--- config.mk ---
export PLATFORM = sky130hd
export DESIGN_NAME = param_shift_engine
export DESIGN_NICKNAME = d
export VERILOG_FILES = /design/src/rtl/param_shift_engine.sv
export SDC_FILE = /design/constraint.sdc
export NUM_CORES = 1
export LEC_CHECK = 0
export CORE_MARGIN = 2
export CORE_UTILIZATION = 47
export DETAILED_ROUTE_END_ITERATION = 8
export GPL_TIMING_DRIVEN = 1
export PLACE_DENSITY = 0.79
export SLEW_MARGIN = 20
export SYNTH_ARGS = -nofsm -noshare
export SYNTH_HDL_FRONTEND = slang
export SYNTH_SLANG_ARGS = --single-unit
--- constraint.sdc ---
create_clock -name CLK -period 2.4 [get_ports CLK]
set_input_delay 0.48 -clock CLK [delete_from_list [all_inputs] [get_ports CLK]]
set_output_delay 0.48 -clock CLK [all_outputs]
set_load 0.05 [all_outputs]
--- src/rtl/param_shift_engine.sv ---
// Multi-cycle shift engine: moves a WIDTH-bit register by Amt positions,
// at most STEP positions per clock, with Start/Busy/Done handshaking.
module param_shift_engine #(
    parameter int WIDTH = 8,
    parameter int STEP  = 2,
    parameter int AMT_W = 4
) (
    input  logic             CLK,
    input  logic             RST,
    input  logic             Load,
    input  logic [WIDTH-1:0] din,
    input  logic             Start,
    input  logic             Dir,
    input  logic [1:0]       Mode,
    input  logic [AMT_W-1:0] Amt,
    input  logic             SIn,
    output logic             Busy,
    output logic             Done,
    output logic [WIDTH-1:0] dout,
    output logic             SOut
);

    typedef enum logic [1:0] {IDLE, SHIFT, DONE} state_t;

    state_t           state;
    logic [WIDTH-1:0] shift_reg;
    logic [AMT_W-1:0] rem;
    logic             dir_reg;
    logic [1:0]       mode_reg;
    logic             busy_reg;
    logic             done_reg;
    logic             sout_reg;

    int               step_sz;
    logic [WIDTH:0]   step_res;

    // One step of s positions; returns {bit shifted out last, new value}.
    function automatic logic [WIDTH:0] step_shift(
        input logic [WIDTH-1:0] val,
        input int               s,
        input logic             dir,
        input logic [1:0]       mode,
        input logic             sin
    );
        logic [2*WIDTH-1:0] dbl;
        logic [WIDTH-1:0]   res;
        logic [WIDTH-1:0]   fill_mask;
        logic [WIDTH-1:0]   probe;
        dbl = {val, val};
        if (!dir) begin
            fill_mask = ~({WIDTH{1'b1}} << s);
            probe     = val >> (WIDTH - s);
            case (mode)
                2'b10: begin
                    dbl = dbl << s;
                    res = dbl[2*WIDTH-1:WIDTH];
                end
                2'b11:   res = (val << s) | (sin ? fill_mask : '0);
                default: res = val << s;
            endcase
        end else begin
            fill_mask = ~({WIDTH{1'b1}} >> s);
            probe     = val >> (s - 1);
            case (mode)
                2'b01:   res = $signed(val) >>> s;
                2'b10: begin
                    dbl = dbl >> s;
                    res = dbl[WIDTH-1:0];
                end
                2'b11:   res = (val >> s) | (sin ? fill_mask : '0);
                default: res = val >> s;
            endcase
        end
        return {probe[0], res};
    endfunction

    always_comb begin
        step_sz  = (int'(rem) < STEP) ? int'(rem) : STEP;
        step_res = step_shift(shift_reg, step_sz, dir_reg, mode_reg, SIn);
    end

    always_ff @(posedge CLK or posedge RST) begin
        if (RST) begin
            state     <= IDLE;
            shift_reg <= '0;
            rem       <= '0;
            dir_reg   <= 1'b0;
            mode_reg  <= 2'b00;
            busy_reg  <= 1'b0;
            done_reg  <= 1'b0;
            sout_reg  <= 1'b0;
        end else begin
            case (state)
                IDLE, DONE: begin
                    done_reg <= 1'b0;
                    if (Load) begin
                        shift_reg <= din;
                        state     <= IDLE;
                    end else if (Start && (Amt != '0)) begin
                        dir_reg  <= Dir;
                        mode_reg <= Mode;
                        rem      <= Amt;
                        busy_reg <= 1'b1;
                        state    <= SHIFT;
                    end else if (Start) begin
                        done_reg <= 1'b1;
                        state    <= DONE;
                    end else begin
                        state <= IDLE;
                    end
                end
                SHIFT: begin
                    shift_reg <= step_res[WIDTH-1:0];
                    sout_reg  <= step_res[WIDTH];
                    rem       <= rem - AMT_W'(step_sz);
                    // Final step: the result and Done land on the same edge.
                    if (rem == AMT_W'(step_sz)) begin
                        busy_reg <= 1'b0;
                        done_reg <= 1'b1;
                        state    <= DONE;
                    end
                end
                default: state <= IDLE;
            endcase
        end
    end

    assign Busy = busy_reg;
    assign Done = done_reg;
    assign dout = shift_reg;
    assign SOut = sout_reg;

endmodule
* Word level (Yosys, flattened, before mapping)
Index checks and enable logic that the tools add are counted.
** Word-level totals
- Logic and storage cells :: 72
- Output and inout bits :: 11
- Input bits :: 20
- ROM bits :: 0
- Bits in latches :: 0
- RAM bits :: 0
- Register bits after elaboration :: 20
- Memories :: 0
** Cells by class
- Muxes and demuxes :: 26
- Div/mod/pow operators :: 0
- $lt $le $gt $ge :: 1
- Bitwise operators :: 5
- $mul :: 0
- Reductions and logical operators :: 10
- Shift-type cells :: 9
- Add/subtract/negate cells :: 3
- Equality and inequality tests :: 10
** Operators by type and width (count)
- >> shifter 8 x 32 -> 1 bit :: 2
- two-way mux 8 bit :: 4
- one-hot mux 8 bit (2 select lines) :: 2
- one-hot mux 8 bit (3 select lines) :: 1
- inverter 8 bit :: 2
- bitwise OR 8 bit :: 2
- << shifter 16 x 4 -> 16 bit :: 1
- >> shifter 16 x 4 -> 8 bit :: 1
- two-way mux 4 bit :: 3
- two-way mux 1 bit :: 8
- two-way mux 2 bit :: 4
- inequality test 2 bit, second input constant :: 4
- one-hot mux 4 bit (2 select lines) :: 1
- << shifter 8 x 4 -> 8 bit :: 1
- << shifter 8 x 4 -> 8 bit, first input constant :: 1
- >> shifter 8 x 4 -> 8 bit :: 1
- >> shifter 8 x 4 -> 8 bit, first input constant :: 1
- >>> shifter 8 x 4 -> 8 bit :: 1
- equality test 2 bit, second input constant :: 3
- AND reduction 3 bit :: 2
- subtractor 4 x 1 -> 5 bit, second input constant :: 1
- subtractor 4 x 4 -> 5 bit, first input constant :: 1
- equality test 2 x 1 -> 1 bit, second input constant :: 2
- equality test 4 bit :: 1
- other kinds (12) :: 14

* Logic depth before layout (Yosys ltp)
Gate-level depths: netlist of the first run.
- Word-level depth :: 9
- Mapped depth :: 12
- Mapped depth without buffers :: 10

* Least setup slack after synthesis of the first run
No wires, ideal clock.
- Path type :: flip-flop to flip-flop
- Start :: register rem[1]
- End :: register sout_reg, in the netlist SOut
- Required time :: 2.265 ns
- Path slack :: -0.214 ns
- Period minus slack after synthesis :: 2.614 ns
- Buffers on the path :: 2
- Arrival :: 2.479 ns
- Library setup time :: 0.135 ns
- Cell stages (with the launch flop) :: 13
- Path through :: dfrtp_1 or3_2 inv_2 buf_2 ha_1 inv_1 ha_1 buf_6 or2b_1 mux2i_4 a221oi_2 and4_4 a211oi_2
** On the way
- Longest elaborated chain between the ends :: 5
- Elaborated cells on any way between the ends :: 7
- Classes of those cells :: add/sub: 2; order compare: 1; shift: 2; mux: 2
** Ends and longest elaborated chain
- start: declaration :: RTL line 27 : logic [AMT_W-1:0] rem;
- start signal: assignment :: RTL line 102 : rem <= Amt;
- start signal: assignment :: RTL line 115 : rem <= rem - AMT_W'(step_sz);
- less-than comparator 4 x 2 -> 1 bit :: RTL line 78 : step_sz = (int'(rem) < STEP) ? int'(rem) : STEP;
- two-way mux 4 bit * :: RTL line 78
- subtractor 4 x 4 -> 5 bit / subtractor 4 x 1 -> 5 bit (equally long branches) :: RTL line 52, 63
- >> shifter 8 x 32 -> 1 bit (on tied branches) :: RTL line 52, 63
- two-way mux 1 bit * :: RTL line 50 : if (!dir) begin
- end signal: assignment :: RTL line 114 : sout_reg <= step_res[WIDTH];
- end: declaration :: RTL line 32 : logic sout_reg;
Every way passes the cells marked *; elsewhere a longest branch is shown, timed or not.
A chain may end at the register's enable or synchronous reset.

* Final worst setup path of the first run
Same ends and word-level chain as after synthesis.

==> results of run 1 <==
==> power breakdown <==
part           switching (uW)  internal [uW]  total [uW]
Combinational            1290            991        2280
Sequential                267            501         769
Clock                     119           93.1         212
Total                    1670           1590        3260
==> stage by stage <==
step | util | worst slack, ps | total power (uW) | hold slack (ps) | std cells
floorplan | - | -109 | 2420 | 444 | 202
global placement | 0.605 | 59.7 | 2960 | 463 | 276
detailed placement | 0.605 | 30.9 | 3000 | 468 | 276
CTS | 0.617 | 21.2 | 3210 | 495 | 280
global route | 0.621 | 7.80 | 3510 | 505 | 280
finish | 0.621 | 91.8 | 3260 | 483 | 280
==> worst reg2reg max path, cell delays in order, from the launching register on <==
cell	delay (ps)
dfrtp_1	420
or4b_4	590
ha_4	180
inv_1	50
ha_1	160
or2b_1	280
mux2i_4	170
a221oi_2	70
and4_4	190
a211oi_2	130
==> routing by layer <==
layer | share of wire | vias up | track usage
met2 | 0.49 | 55 | 0.371
met4 | 0.022 | 0 | 0.103
met3 | 0.048 | 11 | 0.0375
met5 | 0 | - | 0
li1 | - | 807 | -
met1 | 0.44 | 761 | 0.287
==> cell type report <==
type | instances | share of cell area
flip-flops and latches | 20 | 0.240
repair buffers | 45 | 0.198
clock buffers | 4 | 0.0174
well taps | 46 | 0.0275
multi-input cells | 155 | 0.496
inverters | 10 | 0.0216
==> cells in the mapped netlist (2+ instances only) <==
cell type | n | area, um^2
o21ai_0 | 22 | 110
dfrtp_1 | 20 | 500
nand2_1 | 19 | 71.3
nor2_1 | 16 | 60.1
a21oi_1 | 8 | 40.0
inv_1 | 8 | 30.0
clkbuf_1 | 7 | 26.3
nand2b_1 | 7 | 43.8
ha_1 | 5 | 62.6
nand3_1 | 5 | 25.0
a211oi_1 | 4 | 30.0
a22oi_1 | 4 | 30.0
a31oi_1 | 4 | 25.0
buf_2 | 4 | 20.0
buf_6 | 4 | 45.0
o211ai_1 | 4 | 30.0
o22ai_1 | 4 | 25.0
o31ai_1 | 4 | 30.0
and2_1 | 3 | 18.8
mux2i_1 | 3 | 30.0
nor2b_1 | 3 | 18.8
a311oi_1 | 2 | 17.5
conb_1 | 2 | 7.51
mux2_2 | 2 | 22.5
nand4_1 | 2 | 12.5
nor3_1 | 2 | 10.0
o21bai_1 | 2 | 15.0
o221a_2 | 2 | 22.5
o311ai_0 | 2 | 17.5
o32ai_1 | 2 | 17.5
or2b_1 | 2 | 15.0
==> repair_timing <==
| item | CTS | global route |
|---|---|---|
| hold buffers | 0 | 0 |
| pin swaps | 0 | 3 |
| setup endpoints to repair | 1 | 1 |
| resized for setup | 1 | 4 |
==> worst max-delay path by stage <==
stage	from	slack [ps]	to
floorplan	rem[2]$_DFFE_PP0P_	-110	SOut$_DFFE_PP0N_
global placement	rem[1]$_DFFE_PP0P_	60	SOut$_DFFE_PP0N_
detailed placement	rem[1]$_DFFE_PP0P_	30	SOut$_DFFE_PP0N_
CTS	rem[3]$_DFFE_PP0P_	20	SOut$_DFFE_PP0N_
global route	rem[1]$_DFFE_PP0P_	8	SOut$_DFFE_PP0N_
finish	rem[1]$_DFFE_PP0P_	90	SOut$_DFFE_PP0N_
==> placed cells by master, fill, tap and decap left out, types with 2 or more instances in the layout <==
master / Yosys / final
ha_4: 0 / 2
nor2_1: 16 / 16
nor2b_1: 3 / 3
o31ai_1: 4 / 4
nand2_1: 19 / 19
o21ai_0: 22 / 22
buf_4: 1 / 15
nand2b_1: 7 / 7
and2_1: 3 / 3
a21oi_1: 8 / 8
conb_1: 2 / 2
nand3_1: 5 / 5
nand4_1: 2 / 2
ha_1: 5 / 3
clkbuf_4: 0 / 3
dfrtp_1: 20 / 20
a31oi_1: 4 / 4
o32ai_1: 2 / 2
a311oi_1: 2 / 2
o22ai_1: 4 / 4
mux2i_1: 3 / 3
o221a_2: 2 / 2
a22oi_1: 4 / 4
o21bai_1: 2 / 2
mux2_2: 2 / 2
nor3_1: 2 / 2
inv_1: 8 / 8
o311ai_1: 1 / 2
a211oi_1: 4 / 4
clkdlybuf4s50_1: 0 / 30
or2b_1: 2 / 2
o211ai_1: 4 / 4
==> kinds of logic (layout without fill, tap and decap cells) <==
group	after synthesis	in the layout	share of synthesized area
adders and majority gates	6	6	0.0440
DFF	20	20	0.303
xor gates and xnor gates	2	2	0.0106
AOI/OAI and AO/OA	73	73	0.303
muxes	6	6	0.0455
other	2	2	0.00455
and+or+nand+nor	66	66	0.202
buffers and inverters	27	59	0.0879
==> run summary, run 1 <==
Crit Path Max Fanout = 4
PD cells = 1560 nW/um^2
First-pass GRT wire length = 6950 um
DR iter-0 viols = 90
Number of flip-flops in the largest register = 8
Fin Setup TNS = 0 ps
Hold Violations, Final = 0
CP arrival = 2570 ps
Die height = 63.3 um
GRT Overall Usage = 0.225
Post-DP HPWL = 3180 um
#FFs+latches synth = 20
Num CTS Buffers = 3
Max Cap Violations = 0
Setup CP Type = flip-flop to flip-flop
Worst relative slew slack = 0.511
Tcrit/Tclk final = 0.962
Post-CTS Setup Inserts = 0
Antenna violations before repair = 0
Clk slew on worst S/H paths = 120 ps
Register Area = 500 um^2
NumNets Final = 260
Seq/Total Area, Yosys = 0.303
Drt total wl = 4260 um
Chip Width = 63.3 um
IO Pins = 31
Via count = 1634
Cells after Synth = 202
Max VDD drop = 0.000659 V
Crit path capture type = flip-flop
Fin Clk Skew = 9.22 ps
Top Family by Delay on Critical Path = simple AND/OR/NAND/NOR gates
Area of the multi-input gates = 1040 um^2
Finish-stage setup viols = 0
Routed vias/inst = 5.84
Share of layout cells above drive strength 1 = 0.141
Max frequency = 433 MHz
Number of enable flip-flop cells after synthesis = 0
Initial core utilization = 0.491
CTS sink count = 20
DRC = 0
Fin crit period = 2310 ps
GR Overflow Total = 0
Crit. path cell count = 9
H-tree Lvls = 1
Cell Rows = 21
Antenna diode count = 0
CTS tree = done
Largest net degree at the start of global routing = 26
Async set or reset register ratio after synthesis = 1.00
Cell Chain, Critical Path = or4b_4 -> ha_4 -> inv_1 -> ha_1 -> or2b_1 -> mux2i_4 -> a221oi_2 -> and4_4 -> a211oi_2
Status = finished, final reports clean
Synth warn = 0
Port Buffers = 30
Die ar. = 4000 um^2
Reg-to-reg slack, setup = 90 ps
Initial DRT Pass Iterations = 5
GPL Wtd Cong = 0.893
FILL cells = 313
Synth Flop Type = dfrtp_1
Syn_area_per_cell = 8.17 um^2
Pleak = 0.000838 uW
Antenna-violating nets left = 0
RSZ-0062 raised after global routing = no
Post-Syn Nets = 227
Clock latency on the worst-skew pair = 330 ps
Crit Reg-Reg Startpoint = rem[1]$_DFFE_PP0P_
HP Class = input pin to async pin
Vias in the first global route = 1479
Crit path max-delay cell type = or4b_4
FF-to-FF path depth = 9
Slew Limit Fails = 0
Finished layout cell area = 2090 um^2
Worst slew pin tran = 734 ps
Drt wl/cell = 15.2 um
FF-to-FF End = SOut$_DFFE_PP0N_
Largest stage delay on the critical path = 590 ps
Cell Area, Synth = 1650 um^2
Core area = 3360 um^2
Max clock buf depth = 2
Startpoint Class = flip-flop
Placed cell area = 2030 um^2
Synth-to-layout area growth = 26.6%
Buf/Inv on CP = 1
WP data required = 2660 ps
Root buf cell = clkbuf_4
Synth cell types = 55
Power figures use the tool's default switching activity.
==> run 2: changes to the inputs <==
- PLACE_DENSITY: 0.79 -> 0.76
==> run summary, run 2 (synthesis results as in run 1) <==
Root buf cell = clkbuf_4
PD cells = 1600 nW/um^2
CP arrival = 2560 ps
Fin Clk Skew = 8.59 ps
DR WL met2 = 2110 um
Drt wl/cell = 15.4 um
Setup CP Type = flip-flop to flip-flop
Core area = 3360 um^2
Worst slew pin tran = 751 ps
Status = finished, final reports clean
Hold buffers post-CTS = 0
WP data required = 2650 ps
Slew Limit Fails = 0
Clk slew on worst S/H paths = 130 ps
Commonest non-fill, non-tap cells in the layout = clkdlybuf4s50_1, o21ai_0, dfrtp_1
Post-route insts no fill = 281
Most frequent CP cell = ha_4
Largest stage delay on the critical path = 600 ps
Cell Chain, Critical Path = or4b_4 -> ha_4 -> inv_2 -> ha_4 -> or2b_1 -> mux2i_4 -> a221oi_2 -> and4_4 -> a211oi_2
DR top layer = met4
Chip Width = 63.3 um
Crit path capture type = flip-flop
Startpoint Class = flip-flop
Max Cap Violations = 0
Share of layout cells above drive strength 1 = 0.153
Top Family by Delay on Critical Path = simple AND/OR/NAND/NOR gates
Via count = 1647
GR Overflow Total = 0
Fin crit period = 2310 ps
Number of flip-flops in the largest register = 8
M1 wire length = 1830 um
Antenna diode count = 0
CTS sink count = 20
Die height = 63.3 um
Crit Path Max Fanout = 5
Hold Violations, Final = 0
Cell Rows = 21
Vias in the first global route = 1526
Routed met3 length = 304 um
Max clock buf depth = 2
Antenna violations before repair = 0
Max VDD drop = 0.000842 V
CTS tree = done
Initial core utilization = 0.491
FILL cells = 303
Max frequency = 433 MHz
HP Class = input pin to async pin
Die ar. = 4000 um^2
Num CTS Buffers = 3
Post-DP HPWL = 3140 um
RSZ-0062 raised after global routing = no
GRT Overall Usage = 0.227
Worst relative slew slack = 0.500
First-pass GRT wire length = 7270 um
Crit path max-delay cell type = or4b_4
Initial DRT Pass Iterations = 4
GPL Wtd Cong = 0.917
Tcrit/Tclk final = 0.962
Largest net degree at the start of global routing = 26
Finish-stage setup viols = 0
NumNets Final = 261
Pleak = 0.000849 uW
Synth-to-layout area growth = 28.1%
Port Buffers = 30
IO Pins = 31
DRC = 0
Drt total wl = 4340 um
Dpl cells = 277
Fin Hold WS = 461 ps
Antenna-violating nets left = 0
Routed vias/inst = 5.86
H-tree Lvls = 1
DR iter-0 viols = 139
Clock latency on the worst-skew pair = 320 ps
Buf/Inv on CP = 1
Most common cell after layout, fill and taps aside = clkdlybuf4s50_1
-- run 2: worst paths after layout --
| path | end | slack, ps | start | cells after the start |
|---|---|---|---|---|
| worst max-delay path | SOut$_DFFE_PP0N_ | 90 | rem[2]$_DFFE_PP0P_ | 9 |
| worst min-delay path | SOut$_DFFE_PP0N_ | 460 | RST | 3 |
| worst max register to register | SOut$_DFFE_PP0N_ | 90 | rem[2]$_DFFE_PP0P_ | 9 |
| worst min register to register | Done$_DFFE_PP0P_ | 490 | Done$_DFFE_PP0P_ | 1 |
| max in group asynchronous | mode_reg[0]$_DFFE_PP0P_ | 1720 | RST | 3 |
| min in group CLK | Done$_DFFE_PP0P_ | 490 | Done$_DFFE_PP0P_ | 1 |
-- run 2: power breakdown --
part | leakage (uW) | switching [uW] | internal [uW] | total, uW
combinational | 0.000578 | 1320 | 1000 | 2320
clock | 0.0000279 | 120 | 169 | 289
sequential | 0.000244 | 269 | 501 | 770
-- run 2: final cells by class --
class | count | area (um^2) | area share
inverter | 10 | 42.5 | 0.0201
sequential | 20 | 500 | 0.237
multi-input combinational | 155 | 1040 | 0.492
timing repair buffer | 46 | 420 | 0.199
clock inverter | 1 | 30.0 | 0.0142
clock buffer | 3 | 22.5 | 0.0107
tap | 46 | 57.6 | 0.0272
-- run 2: metal layers --
| metal | track usage | vias to the layer above |
|---|---|---|
| li1 | - | 810 |
| met1 | 0.286 | 747 |
| met2 | 0.396 | 77 |
| met3 | 0.0482 | 13 |
| met4 | 0.0598 | 0 |
| met5 | 0 | - |
-- run 2: what timing repair did --
item | CTS | global route
setup endpoints to repair | 1 | 1
pin swaps | 0 | 3
gates resized for setup | 1 | 4
setup buffers | 0 | 0
hold endpoints to repair | 0 | 0
-- run 2: per-stage QoR --
step	instance area [um^2]	util	total power (uW)	TNS, ps	worst slack (ps)
6_report	2110	0.628	3380	0	90.0
5_1_grt	2110	0.628	3610	0	2.31
4_1_cts	2100	0.624	3330	0	21.9
3_5_place_dp	2040	0.607	3020	-61.5	-61.5
3_3_place_gp	2040	0.607	2980	0	9.95
2_1_floorplan	1670	-	2420	-109	-109
-- run 2: worst min-delay path, cell delays in order --
cell	delay [ps]
clkdlybuf4s50_1	390
inv_1	50
buf_4	260
